==> config.mk <==
export PLATFORM = sky130hd
export DESIGN_NAME = delay_line
export DESIGN_NICKNAME = d
export VERILOG_FILES = /design/src/rtl/guitar_fx_pkg.sv /design/src/rtl/dp_ram_sync.sv /design/src/rtl/delay_line.sv
export SDC_FILE = /design/constraint.sdc
export NUM_CORES = 1
export LEC_CHECK = 0
export BUFFER_PORTS_ARGS = -buffer_cell sky130_fd_sc_hd__buf_2
export CORE_ASPECT_RATIO = 0.9
export CORE_UTILIZATION = 65
export DETAILED_ROUTE_END_ITERATION = 16
export GPL_TIMING_DRIVEN = 0
export HOLD_SLACK_MARGIN = 0.02
export PLACE_DENSITY = 0.91
export SETUP_SLACK_MARGIN = 0.15
export SLEW_MARGIN = 30
export SYNTH_ARGS = -nofsm -noshare
export SYNTH_HDL_FRONTEND = slang
export SYNTH_SLANG_ARGS = --single-unit
==> constraint.sdc <==
create_clock -name CLK -period 12.9 [get_ports CLK]
set_input_delay 0 -clock CLK [delete_from_list [all_inputs] [get_ports CLK]]
set_output_delay 0 -clock CLK [all_outputs]
set_load 0.005 [all_outputs]
==> src/rtl/guitar_fx_pkg.sv <==
// Shared types and constants for the guitar effects datapath.
//   dl_state_e  : delay-line control FSM states
//   DlLatency   : edges from sample acceptance to registered output
package guitar_fx_pkg;

  typedef enum logic [1:0] {
    StIdle,
    StRd,
    StOut
  } dl_state_e;

  localparam int unsigned DlLatency = 2;

endpackage

==> src/rtl/dp_ram_sync.sv <==
// Simple dual-port RAM: one synchronous write port, one registered read port.
//   CLK   : clock, rising edge
//   WE    : write enable for port 1
//   ADDR1 : write address
//   DI    : write data
//   ADDR2 : read address
//   DO2   : read data, valid one cycle after ADDR2 is presented
module dp_ram_sync #(
  parameter int unsigned DATA_WIDTH = 32,
  parameter int unsigned ADDR_WIDTH = 3
) (
  input  logic                  CLK,
  input  logic                  WE,
  input  logic [ADDR_WIDTH-1:0] ADDR1,
  input  logic [DATA_WIDTH-1:0] DI,
  input  logic [ADDR_WIDTH-1:0] ADDR2,
  output logic [DATA_WIDTH-1:0] DO2
);

  localparam int unsigned Depth = 2 ** ADDR_WIDTH;

  logic [DATA_WIDTH-1:0] mem [Depth];

  // Read returns the old contents on a same-address write.
  always_ff @(posedge CLK) begin
    if (WE) begin
      mem[ADDR1] <= DI;
    end
    DO2 <= mem[ADDR2];
  end

endmodule

==> src/rtl/delay_line.sv <==
// Circular-buffer delay line: each accepted sample is stored and the sample
// taken DELAY samples earlier is returned two edges later.
//   CLK       : clock, rising edge
//   RST_N     : synchronous active-low reset
//   IN_VALID  : sample present on DIN
//   IN_READY  : sample can be accepted this cycle
//   DIN       : input sample
//   DELAY     : delay in samples, captured on acceptance
//   CLEAR     : flush history (honoured only while idle)
//   DOUT      : delayed sample, registered
//   OUT_VALID : one-cycle pulse qualifying DOUT
module delay_line
  import guitar_fx_pkg::*;
#(
  parameter int unsigned DATA_WIDTH = 32,
  parameter int unsigned ADDR_WIDTH = 3
) (
  input  logic                  CLK,
  input  logic                  RST_N,
  input  logic                  IN_VALID,
  output logic                  IN_READY,
  input  logic [DATA_WIDTH-1:0] DIN,
  input  logic [ADDR_WIDTH-1:0] DELAY,
  input  logic                  CLEAR,
  output logic [DATA_WIDTH-1:0] DOUT,
  output logic                  OUT_VALID
);

  localparam int unsigned DEPTH = 2 ** ADDR_WIDTH;
  localparam logic [ADDR_WIDTH-1:0] FillMax = ADDR_WIDTH'(DEPTH - 1);

  dl_state_e             state_q, state_d;
  logic [ADDR_WIDTH-1:0] wr_ptr_q, wr_ptr_d;
  logic [ADDR_WIDTH-1:0] fill_q, fill_d;
  logic [ADDR_WIDTH-1:0] dly_q, dly_d;
  logic [ADDR_WIDTH-1:0] rd_addr_q, rd_addr_d;
  logic [DATA_WIDTH-1:0] din_q, din_d;
  logic [DATA_WIDTH-1:0] dout_q, dout_d;
  logic                  out_valid_q, out_valid_d;
  logic [DATA_WIDTH-1:0] ram_rdata;
  logic [DATA_WIDTH-1:0] sel_data;
  logic                  ram_we;

  assign IN_READY  = (state_q == StIdle) && !CLEAR;
  assign DOUT      = dout_q;
  assign OUT_VALID = out_valid_q;

  // Gated by RST_N so a reset landing in StOut aborts the write.
  assign ram_we = (state_q == StOut) && RST_N;

  dp_ram_sync #(
    .DATA_WIDTH (DATA_WIDTH),
    .ADDR_WIDTH (ADDR_WIDTH)
  ) u_ram (
    .CLK   (CLK),
    .WE    (ram_we),
    .ADDR1 (wr_ptr_q),
    .DI    (din_q),
    .ADDR2 (rd_addr_q),
    .DO2   (ram_rdata)
  );

  // fill_q counts samples written before the current one; stale RAM
  // contents beyond it read as silence.
  always_comb begin
    sel_data = '0;
    if (dly_q == '0) begin
      sel_data = din_q;
    end else if (fill_q >= dly_q) begin
      sel_data = ram_rdata;
    end
  end

  always_comb begin
    state_d     = state_q;
    wr_ptr_d    = wr_ptr_q;
    fill_d      = fill_q;
    dly_d       = dly_q;
    rd_addr_d   = rd_addr_q;
    din_d       = din_q;
    dout_d      = dout_q;
    out_valid_d = 1'b0;
    unique case (state_q)
      StIdle: begin
        if (CLEAR) begin
          wr_ptr_d = '0;
          fill_d   = '0;
        end else if (IN_VALID) begin
          din_d     = DIN;
          dly_d     = DELAY;
          rd_addr_d = wr_ptr_q - DELAY;
          state_d   = StRd;
        end
      end
      StRd: begin
        state_d = StOut;
      end
      StOut: begin
        wr_ptr_d    = wr_ptr_q + 1'b1;
        fill_d      = (fill_q == FillMax) ? fill_q : fill_q + 1'b1;
        dout_d      = sel_data;
        out_valid_d = 1'b1;
        state_d     = StIdle;
      end
      default: begin
        state_d = StIdle;
      end
    endcase
  end

  always_ff @(posedge CLK) begin
    if (!RST_N) begin
      state_q     <= StIdle;
      wr_ptr_q    <= '0;
      fill_q      <= '0;
      dly_q       <= '0;
      rd_addr_q   <= '0;
      din_q       <= '0;
      dout_q      <= '0;
      out_valid_q <= 1'b0;
    end else begin
      state_q     <= state_d;
      wr_ptr_q    <= wr_ptr_d;
      fill_q      <= fill_d;
      dly_q       <= dly_d;
      rd_addr_q   <= rd_addr_d;
      din_q       <= din_d;
      dout_q      <= dout_d;
      out_valid_q <= out_valid_d;
    end
  end

endmodule

==> results.sh <==
export IMPL_crit_path_end_kind="flop"
export IMPL_cp_cell_sequence="buf_2 -> nand2b_1 -> buf_2 -> buf_1 -> nor4_2 -> buf_2 -> buf_2"
export IMPL_timing_hold_ws_ns=0.0492
export IMPL_cts_max_path_buffers=3
export IMPL_r2r_slack_ns=9.96
export IMPL_p_per_area_mw_per_mm2=153
export IMPL_routedWlPerCell_um=30.3
export IMPL_routed_wl_um=38900
export IMPL_dp_cells=1183
export IMPL_rsz0062_at_grt="false"
export IMPL_grt_pass1_wl_um=57500
export IMPL_io_buffers=71
export IMPL_syn_to_final_growth_pct=18.8
export IMPL_avgSynthCellArea_sq_um=16.6
export IMPL_place_ws_ns=10.31
export IMPL_clock_latency_ns=0.53
export IMPL_ys_flop_type="edfxtp_1"
export IMPL_dp_hpwl_um=20800
export IMPL_cts_max_level=2
export IMPL_multi_input_area_sq_mm=0.00346
export IMPL_gp_congestion=0.795
export IMPL_n_fill_cell=926
export IMPL_maxCapViolCount=0
export IMPL_ant_nets=0
export IMPL_p_leak_uw=0.00581
export IMPL_max_stage_delay_ns=0.71
export IMPL_max_slew_margin_rel_pct=43.2
export IMPL_hold_start="RST_N"
export IMPL_outcome="completed"
export IMPL_yosysTopAreaCellShare_pct=56.5
export IMPL_holdPathEnd="din_q[1]$_SDFFE_PN0P_"
export IMPL_cp_required_ns=13.12
export IMPL_crit_fanout=10
export IMPL_dr_pass1_iters=6
export IMPL_drcViolationCount=0
export IMPL_synth_nets=866
export IMPL_internal_power_uw=1920
export IMPL_comb_power_share_pct=6.1
export IMPL_timing_final_setup_violations=0
export IMPL_cp_start_kind="flop"
export IMPL_min_path_type="input port to flop"
export IMPL_async_reset_ff_share_pct=0
export IMPL_ys_types=35
export IMPL_gr_usage_all_layers_pct=37.7
export IMPL_period_share_pct=22.8
export IMPL_fin_ws_ns=9.96
export IMPL_netlist_instances=819
export IMPL_grt_pass1_vias=9254
export IMPL_synthAdderAreaFrac_pct=0.791
export IMPL_drive_gt1_share_pct=27.0
export IMPL_cp_arrival_ns=3.16
export IMPL_whs_path_depth=2
export IMPL_cts_made_buffers=35
export IMPL_synthesis_area_sq_mm=0.0136
export IMPL_cts_tree="built"
export IMPL_synth_top_family_by_area="multiplexers"
export IMPL_synthMuxAreaShare_pct=13.4
export IMPL_regToRegEndpoint="u_ram.mem[2][27]$_DFFE_PP_"
export IMPL_grt_max_degree=19
export IMPL_clock_sinks=367
export IMPL_worstSetupPathType="flop to flop"
export IMPL_seq_power_share_pct=52.6
export IMPL_synth_compound_area_share_pct=6.08
export IMPL_drt_initial_drc_count=1324
export IMPL_synth_warnings=0
export IMPL_seq_area_sq_mm=0.00991
export IMPL_cp_common_cell="buf_2"
export IMPL_clkTransAtPathRegs_ns=0.06
export IMPL_crit_slowest_cell="nor4_2"
export IMPL_final_hold_viol_count=0
export IMPL_crit_start="state_q[1]$_SDFFE_PN0P_"
export IMPL_fin_tns_setup_ns=0
export IMPL_io_pins=73
export IMPL_antenna_cells=0
export IMPL_clock_skew_ns=0.0124
export IMPL_die_area_sq_mm=0.0215
export IMPL_core_area_sq_mm=0.0202
export IMPL_post_cts_buffers=0
export IMPL_die_h_um=139
export IMPL_synth_edff_count=256
export IMPL_yosysSeqAreaShare_pct=72.8
export IMPL_final_max_slew_viol_count=0
export IMPL_routed_via_density=7.04
export IMPL_synth_area_top_cells="edfxtp_1 57%, dfxtp_1 16%, mux4_2 11%"
export IMPL_overflow=0
export IMPL_synth_most_common_cell="edfxtp_1"
export IMPL_worst_r2r_cell_count=7
export IMPL_postCtsHoldBufs=39
export IMPL_synthTopCellsByCount="256 x edfxtp_1, 111 x dfxtp_1, 80 x nand2_1, 67 x a21oi_1, 64 x mux4_2"
export IMPL_p_clk_share_pct=41.3
export IMPL_fin_cells=1285
export IMPL_synth_xor_xnor_area_share_pct=0.129
export IMPL_ir_worst_vdd_v=0.0000985
export IMPL_vias=9052
export IMPL_start_util_pct=67.2
export IMPL_nets=1051
export IMPL_die_w_um=154
export IMPL_synth_top_area_cell="edfxtp_1"
export IMPL_period_minus_slack_ns=2.94
export IMPL_max_freq_mhz=340
export IMPL_antenna_found_initial=0
export IMPL_p_sw_uw=550
export IMPL_yosys_area_share_simple_pct=4.70
export IMPL_ys_ff_latch=367
export IMPL_tightest_slew_ns=0.852
export IMPL_row_count=49
export IMPL_ctsResizeCount=0
export IMPL_r2r_start="state_q[1]$_SDFFE_PN0P_"
export IMPL_swShare_pct=22.3
export IMPL_root_buffer="clkbuf_16"
layout by cell type (no fill, tap or decap), types with 9 or more instances in the layout:
cell type,count
edfxtp_1,256
dfxtp_1,111
buf_2,90
nand2_1,80
a21oi_1,67
mux4_2,64
clkbuf_1,39
dlygate4sd3_1,39
clkbuf_16,37
a21boi_1,35
nand3_1,34
mux2_2,33
o21ai_0,33
buf_4,21
buf_6,12
clkinv_1,9
worst max-delay path by stage:
stage,end,slack (ns),cells past startpoint
2_1_floorplan,u_ram.mem[2][0]$_DFFE_PP_,8.40,5
5_1_grt,u_ram.mem[2][27]$_DFFE_PP_,9.92,6
3_3_place_gp,u_ram.mem[1][29]$_DFFE_PP_,5.37,4
4_1_cts,u_ram.mem[2][30]$_DFFE_PP_,10.21,7
3_5_place_dp,u_ram.mem[2][29]$_DFFE_PP_,10.31,7
6_report,u_ram.mem[2][27]$_DFFE_PP_,9.96,7
cell families (layout without fill, tap and decap cells):
group,after synthesis,in the layout
compound gates,143,143
mux,98,98
simple gates,142,142
fa+ha+maj,8,8
buf+inv,59,270
flops,367,367
xor+xnor,2,2
critical path: cells and delay by family (launching register included):
family	cells	cell delay, ns
buf+inv	5	1.47
simple gates	2	0.83
flops	1	0.32
power groups by stage:
| stage | logic [uW] | clock network, uW | registers [uW] |
|---|---|---|---|
| floorplan | 85.6 | 0 | 1310 |
| finish | 150 | 1020 | 1300 |
| global route | 156 | 1060 | 1300 |
| CTS | 143 | 1000 | 1300 |
| detailed placement | 129 | 0 | 1320 |
| global placement | 122 | 0 | 1320 |
per-layer routing:
layer	vias to the layer above	GRT usage [%]	routed length, um
met5	-	0	0
met4	0	22.7	2570
met3	228	9.59	5100
met2	962	59.4	18400
met1	4350	47.7	12900
li1	3512	-	-
metrics by stage:
| step | total power (uW) | cell area, sq um | utilization, % |
|---|---|---|---|
| CTS | 2440 | 16200 | 79.9 |
| detailed placement | 1450 | 14700 | 72.5 |
| floorplan | 1400 | 13600 | - |
| global route | 2510 | 16200 | 79.9 |
| global placement | 1440 | 14300 | 70.6 |
| finish | 2470 | 16200 | 79.9 |
cell type report:
type	count	area share, %
sequential	367	61.3
multi-input combinational	393	21.4
timing repair buffer	148	6.69
clock buffer	47	6.09
tap	255	1.97
buffer	54	1.62
clock inverter	16	0.751
inverter	5	0.116
flip-flops by register name, summed over array words and instances, names as in the netlist:
signal     flops
rd_addr_q      3
OUT_VALID      1
u_ram.mem    256
DOUT          32
dly_q          3
wr_ptr_q       3
u_ram.DO2     32
fill_q         3
din_q         32
state_q        2
Note: power is estimated with default switching activity, not from simulation.
